**config.mk**
```make
export PLATFORM = sky130hd
export DESIGN_NAME = vending_simulation
export DESIGN_NICKNAME = d
export VERILOG_FILES = /design/src/rtl/vending_simulation.sv
export SDC_FILE = /design/constraint.sdc
export NUM_CORES = 1
export LEC_CHECK = 0
export ABC_AREA = 1
export CAP_MARGIN = 20
export CORE_MARGIN = 2
export CORE_UTILIZATION = 45
export CTS_BUF_LIST = sky130_fd_sc_hd__clkbuf_8 sky130_fd_sc_hd__clkbuf_16
export CTS_CLUSTER_DIAMETER = 60
export DETAILED_ROUTE_END_ITERATION = 10
export HOLD_SLACK_MARGIN = 0.12
export PLACE_DENSITY = 0.79
export SLEW_MARGIN = 10
export SYNTH_ARGS = -nofsm -noshare
export SYNTH_HDL_FRONTEND = slang
export SYNTH_SLANG_ARGS = --single-unit
```
**constraint.sdc**
```tcl
create_clock -name clk -period 14.9 [get_ports clk]
set_input_delay 2.235 -clock clk [delete_from_list [all_inputs] [get_ports clk]]
set_output_delay 2.235 -clock clk [all_outputs]
set_load 0.01 [all_outputs]
```
**src/rtl/vending_simulation.sv**
```systemverilog
// Mini vending-machine controller: item/quantity select, coin totalling, change, 7-seg display.
// Latency: a button press or coin release is acted on 2 core clocks after the input edge.
// Backpressure: none; one event per press, coins past the display ceiling are rejected.
module vending_simulation #(
  parameter int PRICE0    = 75,
  parameter int PRICE1    = 100,
  parameter int PRICE2    = 110,
  parameter int PRICE3    = 120,
  parameter int PRICE4    = 150,
  parameter int MAX_CENTS = 999
) (
  input  logic        clk,
  input  logic        rst_n,
  input  logic        cancel,
  input  logic        continue_,
  input  logic [4:0]  item_sel,
  input  logic [2:0]  amt_sel,
  input  logic        DIME,
  input  logic        QUATER,
  input  logic        DOLLAR,
  output logic [31:0] collected,
  output logic [31:0] change,
  output logic [7:0]  col_seven_1,
  output logic [7:0]  col_seven_2,
  output logic [7:0]  col_seven_3,
  output logic [7:0]  ch_seven_1,
  output logic [7:0]  ch_seven_2,
  output logic [7:0]  ch_seven_3,
  output logic [4:0]  item_LED,
  output logic [2:0]  amt_LED,
  output logic [2:0]  state,
  output logic [2:0]  next_state
);

  typedef enum logic [2:0] {
    IDLE     = 3'd0,
    SELECT   = 3'd1,
    COLLECT  = 3'd2,
    DISPENSE = 3'd3,
    REFUND   = 3'd4
  } state_t;

  state_t     cur_q, nxt;
  logic [4:0] item_q, item_d;
  logic [2:0] amt_q, amt_d;
  logic [9:0] coll_q, coll_d;
  logic [9:0] chg_q, chg_d;

  // Input samples and their previous values (coins idle high)
  logic       cancel_r, cancel_p, cont_r, cont_p;
  logic       dime_r, dime_p, quat_r, quat_p, dol_r, dol_p;
  logic [4:0] item_r, item_p;
  logic [2:0] amt_r, amt_p;

  // Register the pushbuttons once and keep the prior sample for edge detection
  always_ff @(posedge clk or negedge rst_n) begin
    if (!rst_n) begin
      cancel_r <= 1'b0;  cancel_p <= 1'b0;
      cont_r   <= 1'b0;  cont_p   <= 1'b0;
      item_r   <= '0;    item_p   <= '0;
      amt_r    <= '0;    amt_p    <= '0;
      dime_r   <= 1'b1;  dime_p   <= 1'b1;
      quat_r   <= 1'b1;  quat_p   <= 1'b1;
      dol_r    <= 1'b1;  dol_p    <= 1'b1;
    end else begin
      cancel_r <= cancel;    cancel_p <= cancel_r;
      cont_r   <= continue_; cont_p   <= cont_r;
      item_r   <= item_sel;  item_p   <= item_r;
      amt_r    <= amt_sel;   amt_p    <= amt_r;
      dime_r   <= DIME;      dime_p   <= dime_r;
      quat_r   <= QUATER;    quat_p   <= quat_r;
      dol_r    <= DOLLAR;    dol_p    <= dol_r;
    end
  end

  // Buttons fire on press, coins on release; multi-hot selections are discarded
  logic cancel_ev, cont_ev, item_ok, amt_ok, dime_ev, quat_ev, dol_ev, coin_ev;
  assign cancel_ev = cancel_r & ~cancel_p;
  assign cont_ev   = cont_r & ~cont_p;
  assign item_ok   = (item_p == 5'd0) && (item_r != 5'd0) && $onehot(item_r);
  assign amt_ok    = (amt_p == 3'd0) && (amt_r != 3'd0) && $onehot(amt_r);
  assign dime_ev   = dime_r & ~dime_p;
  assign quat_ev   = quat_r & ~quat_p;
  assign dol_ev    = dol_r & ~dol_p;
  assign coin_ev   = dime_ev | quat_ev | dol_ev;

  logic [9:0]  coin_val;
  logic [10:0] coll_sum;
  logic        coin_fits;

  // Only the most valuable coin of a simultaneous group is counted
  always_comb begin
    coin_val = 10'd0;
    if (dol_ev)       coin_val = 10'd100;
    else if (quat_ev) coin_val = 10'd25;
    else if (dime_ev) coin_val = 10'd10;
  end

  assign coll_sum  = {1'b0, coll_q} + {1'b0, coin_val};
  assign coin_fits = coin_ev && (coll_sum <= 11'(MAX_CENTS));

  logic [9:0]  unit_price;
  logic [1:0]  qty;
  logic [11:0] total;
  logic        funds_ok;

  // Price of the latched item and the quantity it is multiplied by
  always_comb begin
    unit_price = 10'd0;
    case (item_q)
      5'b00001: unit_price = 10'(PRICE0);
      5'b00010: unit_price = 10'(PRICE1);
      5'b00100: unit_price = 10'(PRICE2);
      5'b01000: unit_price = 10'(PRICE3);
      5'b10000: unit_price = 10'(PRICE4);
      default:  unit_price = 10'd0;
    endcase
    qty = 2'd0;
    case (amt_q)
      3'b001:  qty = 2'd1;
      3'b010:  qty = 2'd2;
      3'b100:  qty = 2'd3;
      default: qty = 2'd0;
    endcase
  end

  assign total    = 12'(unit_price) * 12'(qty);
  assign funds_ok = ({2'b00, coll_q} >= total);

  // Next state and next data; within a state the highest-priority relevant event wins
  always_comb begin
    nxt    = cur_q;
    item_d = item_q;
    amt_d  = amt_q;
    coll_d = coll_q;
    chg_d  = chg_q;
    case (cur_q)
      IDLE: begin
        if (item_ok) begin
          nxt = SELECT; item_d = item_r; amt_d = 3'b001; coll_d = '0; chg_d = '0;
        end
      end
      SELECT: begin
        if (cancel_ev) begin
          nxt = REFUND; chg_d = coll_q;
        end else if (item_ok) begin
          item_d = item_r;
        end else if (amt_ok) begin
          amt_d = amt_r;
        end else if (coin_fits) begin
          nxt = COLLECT; coll_d = coll_sum[9:0];
        end
      end
      COLLECT: begin
        if (cancel_ev) begin
          nxt = REFUND; chg_d = coll_q;
        end else if (cont_ev) begin
          if (funds_ok) begin
            nxt = DISPENSE; chg_d = 10'({2'b00, coll_q} - total);
          end
        end else if (amt_ok) begin
          amt_d = amt_r;
        end else if (coin_fits) begin
          coll_d = coll_sum[9:0];
        end
      end
      DISPENSE, REFUND: begin
        if (cont_ev) begin
          nxt = IDLE; item_d = '0; amt_d = '0; coll_d = '0; chg_d = '0;
        end else if (item_ok) begin
          nxt = SELECT; item_d = item_r; amt_d = 3'b001; coll_d = '0; chg_d = '0;
        end
      end
      default: begin
        nxt = IDLE; item_d = '0; amt_d = '0; coll_d = '0; chg_d = '0;
      end
    endcase
  end

  // Commit state and transaction registers
  always_ff @(posedge clk or negedge rst_n) begin
    if (!rst_n) begin
      cur_q  <= IDLE;
      item_q <= '0;
      amt_q  <= '0;
      coll_q <= '0;
      chg_q  <= '0;
    end else begin
      cur_q  <= nxt;
      item_q <= item_d;
      amt_q  <= amt_d;
      coll_q <= coll_d;
      chg_q  <= chg_d;
    end
  end

  function automatic logic [7:0] seg7(input logic [3:0] d);
    case (d)
      4'd0:    seg7 = 8'h3F;
      4'd1:    seg7 = 8'h06;
      4'd2:    seg7 = 8'h5B;
      4'd3:    seg7 = 8'h4F;
      4'd4:    seg7 = 8'h66;
      4'd5:    seg7 = 8'h6D;
      4'd6:    seg7 = 8'h7D;
      4'd7:    seg7 = 8'h07;
      4'd8:    seg7 = 8'h7F;
      4'd9:    seg7 = 8'h6F;
      default: seg7 = 8'h00;
    endcase
  endfunction

  // Three digits (hundreds, tens, units), clamped to the displayable range
  function automatic logic [23:0] segs3(input logic [9:0] x);
    logic [9:0] v;
    v = (x > 10'd999) ? 10'd999 : x;
    segs3 = {seg7(4'(v / 10'd100)), seg7(4'((v / 10'd10) % 10'd10)), seg7(4'(v % 10'd10))};
  endfunction

  assign {col_seven_1, col_seven_2, col_seven_3} = segs3(coll_q);
  assign {ch_seven_1, ch_seven_2, ch_seven_3}    = segs3(chg_q);

  assign collected  = {22'd0, coll_q};
  assign change     = {22'd0, chg_q};
  assign item_LED   = item_q;
  assign amt_LED    = amt_q;
  assign state      = cur_q;
  assign next_state = nxt;

endmodule

```
======== Word-level counts from Yosys, hierarchy flattened ========
Memories as Yosys holds them, arrays and structs flattened.
Cells that the tools add are included.
operators by class
  order comparisons ....................... 4
  add/sub/neg operators ................... 8
  $mul .................................... 1
  bitwise operators ....................... 13
  muxes and demuxes ....................... 45
  reduce and logical (&&, ||, !) cells .... 14
  equal/unequal tests ..................... 21
  div/mod/pow operators ................... 8
operators with widths
  cell                                                                                count
  10-bit two-way mux                                                                  17
  10-bit one-hot mux with 4 select lines                                              2
  3-bit two-way mux                                                                   16
  10-bit by 4-bit modulo with 10-bit output, second input constant                    4
  8-bit one-hot mux with 5 select lines                                               1
  3-bit one-hot mux with 4 select lines                                               2
  10-bit by 4-bit divider with 10-bit output, second input constant                   2
  10-bit by 7-bit divider with 10-bit output, second input constant                   2
  10-bit greater-than comparator, second input constant                               2
  5-bit two-way mux                                                                   4
  5-bit one-hot mux with 4 select lines                                               1
  10-bit by 10-bit adder with 11-bit output                                           1
  11-bit by 10-bit less-or-equal comparator with 1-bit output, second input constant  1
  10-bit greater-or-equal comparator                                                  1
  8-bit by 2-bit multiplier with 10-bit output                                        1
  2-bit != test, second input constant                                                5
  10-bit subtractor                                                                   1
  3-bit by 1-bit equality test with 1-bit output, second input constant               3
  3-bit by 2-bit equality test with 1-bit output, second input constant               3
  1-bit by 1-bit adder with 2-bit output                                              3
  3-bit equality test, second input constant                                          2
  3-bit zero test                                                                     2
  3-bit != test, second input constant                                                2
  1-bit inverter                                                                      6
  21 further kinds                                                                    30
storage, ports and cells
  bits in read-only memories .............. 672
  input bits .............................. 15
  memories ................................ 6
  output and inout port bits .............. 126
  word-level logic and storage cells ...... 139
  register bits ........................... 57
memory list
  memory            depth  bits a word  read ports  clocked after memory_dff  wr ports  line  source
  (name not given)  16     7            1           0                         0         198   case (d)
  (name not given)  16     7            1           0                         0         198
  (name not given)  16     7            1           0                         0         198
  (name not given)  16     7            1           0                         0         198
  (name not given)  16     7            1           0                         0         198
  (name not given)  16     7            1           0                         0         198

======== Logic depth before layout (Yosys ltp) ========
  depth in word-level cells ............... 13
  depth in mapped cells ................... 67

======== Worst setup path after synthesis ========
Ideal clock, no wire load.
  path type ............................... register -> output
  from .................................... reg chg_q[5]
  to ...................................... out ch_seven_2[3]
  path buffers ............................ 2
  arrival ................................. 6.625 ns
  cell stages (with the launch flop) ...... 60
  setup slack ............................. 6.040 ns
  required time ........................... 12.665 ns
  cells stage by stage .................... dfrtp_1 -> buf_6 -> clkinv_1 -> ha_1 -> inv_1 -> nand2_1 -> nand2_1 -> nand2_1 -> nand2_2 -> nand2_2 -> nand2_2 -> nand2_4 -> nand2_1 -> nand2_4 -> inv_2 -> nand2_2 -> nand2_1 -> inv_2 -> [... 24 more ...] -> inv_1 -> ha_1 -> inv_1 -> nor3_1 -> nand3_2 -> nand3_4 -> nand2_2 -> nand2_4 -> nor2_2 -> nor2_4 -> nand3_1 -> nand2_2 -> inv_1 -> ha_1 -> nand3_1 -> nand2_1 -> nand2_1 -> nand2_1
on the way
  longest elaborated chain between the ends .. 5
ends and longest elaborated chain
  item                                            line  source
  start, declared                                 47    logic [9:0] chg_q, chg_d;
  start signal, assigned                          193   chg_q <= chg_d;
  10-bit greater-than comparator                  216   v = (x > 10'd999) ? 10'd999 : x;
  10-bit two-way mux (*)                          216
  10-bit by 4-bit divider with 10-bit output (*)  217   segs3 = {seg7(4'(v / 10'd100)), seg7(4'((v / 10'd10) % 10'd10)), seg7(4'(v % 10'd10))};
  10-bit by 4-bit modulo with 10-bit output (*)   217
  memory read 16 x 7 bit (*)                      --
  end, declared                                   27    output logic [7:0] ch_seven_2,
Every way passes the cells marked *; elsewhere a longest branch is shown, timed or not.

======== Worst setup path in the final report ========
Same ends and word-level chain as after synthesis.

==> out/qor.csv <==
stage,metric,value,unit
run,maxCapViolCount,0,
grt,antenna_found_initial,0,
floorplan,die_x,148,um
floorplan,start_util,46.0,%
drt,wire_per_inst,12.2,um
setup_path,end_kind,primary output,
synth,synth_top_area_share,14.6,%
clocking,cts_max_path_buffers,2,
drt,drtAntennaViolNets,0,
synth,yosysWarnings,0,
cells_and_area,fin_nets,1615,
cells_and_area,n_fill_cell,1966,
setup_path,crit_required,12660,ps
grt,grtUsageTotal,19.8,%
synth,synthTopCellsByCount,"nand2_1, inv_1, nand3_1, nor2_1, ha_1",
synth,yosys.cell_count.top_type,nand2_1,
floorplan,dieArea,21900,um^2
drt,drt-total-wl,21.8,mm
grt,grt_pass1_wl,37.3,mm
synth,synth_area_leaders,"nand2_1, dfrtp_1, ha_1, inv_1, nand3_1",
placement,gp_congestion,0.948,
synth,synthCells,1417,
drt,drc,0,
setup_path,critical_path_arrival,8750,ps
floorplan,ios,141,
floorplan,core_region_area,20300,um^2
clocking,cts_resized,0,
synth,async_reset_ff_share,100,%
drt,via_per_inst,5.13,
sta,worst_pin_slew,849,ps
setup_path,worstSetupPathType,reg -> out,
sta,period_needed,10980,ps
clocking,cts_sinks,57,
setup_path,cpMostUsedCell,nand2_1,
sta,slew_headroom,43.4,%
synth,synth_edf_count,0,
grt,first_global_vias,8459,
clocking,hold_buffers,0,
cells_and_area,drive_gt1_share,13.7,%
placement,portBuffers,90,
synth,synth_cell_types,57,
sta,hold_violations,0,
drt,vias,9152,
drt,drtIter0Drc,490,
cells_and_area,areaGrowthSynthToFinish,13.9,%
sta,rsz0062_at_grt,no,
grt,gr-total-overflow,0,
clocking,cts_root_buf,clkbuf_16,
floorplan,die_h,148,um
setup_path,cp_slowest_stage_delay,600,ps
sta,fmax,91.1,MHz
hold_path,worstHoldPathType,reg -> reg,
synth,syn_area_per_cell,6.59,um^2
synth,ys.flop_type,dfrtp_1,
synth,seq_area_frac_synth,15.4,%
drt,drt_pass1_iterations,5,
sta,setup_tns,0,ps
cells_and_area,n_antenna_cell,0,
setup_path,cpMaxStageDelayCell,dfrtp_1,
setup_path,crit_fanout,11,
clocking,clk_latency,330,ps
synth,yosysTopAreaCell,nand2_1,
status,outcome,"complete, no violations",
floorplan,num_rows,52,
sta,setup_viol,0,
sta,finalClockSkew,5.29,ps
synth,syn-cell-area,9340,um^2
clocking,cts_buffers,9,
setup_path,crit_path_start_kind,register,
clocking,postCtsSetupRepairBufs,0,
clocking,htreeDepth,3,
clocking,tritoncts,yes,
placement,dp_hpwl,17.5,mm
synth,synth_seq_cells,57,
sta,slew_violations,0,
sta,period_share,73.7,%
grt,grt_max_degree,58,
clocking,path_clk_slew,50,ps
-- cells in the final DEF (no fill, tap or decap), types with 20 or more instances in the layout --
cell	count
nand2_4	21
o21ai_0	57
nand3_2	20
a21oi_1	35
xor2_1	32
nand2_1	363
nor2_1	105
nand4_1	37
inv_1	186
dfrtp_1	51
nand3_1	105
inv_2	32
ha_1	86
clkdlybuf4s50_1	89
conb_1	50
nand2_2	48
-- metal layers --
metal | vias to the layer above | wire [um] | part of all wire, % | GRT usage, %
met5 | - | 0 | 0 | 0
met4 | 0 | 419 | 1.9 | 5.38
met3 | 42 | 1040 | 4.8 | 1.93
met2 | 244 | 10600 | 49 | 36.0
met1 | 4173 | 9660 | 44 | 25.0
li1 | 4693 | - | - | -
-- cell families (layout without fill, tap and decap cells) --
group,after synthesis,after routing,synth area share [%]
flops,57,57,15.4
simple gates,777,777,43.2
other cells,1,50,0.0401
buf+inv,283,330,13.6
compound gates,166,166,11.2
xor+xnor,41,41,3.84
fa+ha+maj,92,92,12.8
-- worst max-delay path, delay by kind of cell (launching register included) --
family	cells	cell delay, ps
adders and majority gates	4	890
and+or+nand+nor	40	4770
DFF	1	600
buffers and inverters	11	1610
AOI/OAI and AO/OA	3	560
-- flip-flops by register name, indices dropped and copies added, names as in the netlist, 3 cells and up --
name and cells:
amt_LED 3, item_LED 5, item_p 5, amt_p 3
chg_q 10, amt_r 3, state 3, item_r 5
coll_q 10
-- worst paths after layout --
path                                   startpoint  slack, ps                    end  cells past startpoint
min reg2reg                      quat_r$_DFF_PN1_        370       quat_p$_DFF_PN1_                      0
min in group asynchronous                   rst_n       2050   chg_q[8]$_DFFE_PN0P_                      2
max in group asynchronous                   rst_n      12380  coll_q[4]$_DFFE_PN0P_                      2
min                              quat_r$_DFF_PN1_        370       quat_p$_DFF_PN1_                      0
max reg2reg                amt_LED[1]$_DFFE_PN0P_      10200   chg_q[3]$_DFFE_PN0P_                     25
max                          chg_q[5]$_DFFE_PN0P_       3920          ch_seven_2[3]                     58
-- stage by stage --
stage / hold slack, ps / setup slack, ps / cell area, um^2 / cells / utilization (%)
CTS: 367 / 4000 / 10600 / 1783 / 52.4
global route: 370 / 3120 / 10600 / 1783 / 52.4
finish: 365 / 3920 / 10600 / 1783 / 52.4
detailed placement: 358 / 4390 / 10300 / 1767 / 50.9
global placement: 355 / 4490 / 10300 / 1767 / 50.9
floorplan: 354 / 6040 / 9520 / 1466 / -
-- layout make-up --
class | count | area [um^2] | area share [%]
Clock buffer | 10 | 239 | 2.25
Clock inverter | 6 | 58.8 | 0.553
Inverter | 223 | 841 | 7.90
Multi-Input combinational cell | 1126 | 6820 | 64.1
Sequential cell | 57 | 1430 | 13.5
Tap cell | 270 | 338 | 3.18
Timing Repair Buffer | 91 | 903 | 8.49
Power is left out: the tool's default activity adds up to more than one toggle a clock period on the data nets, which glitch-free logic cannot reach.
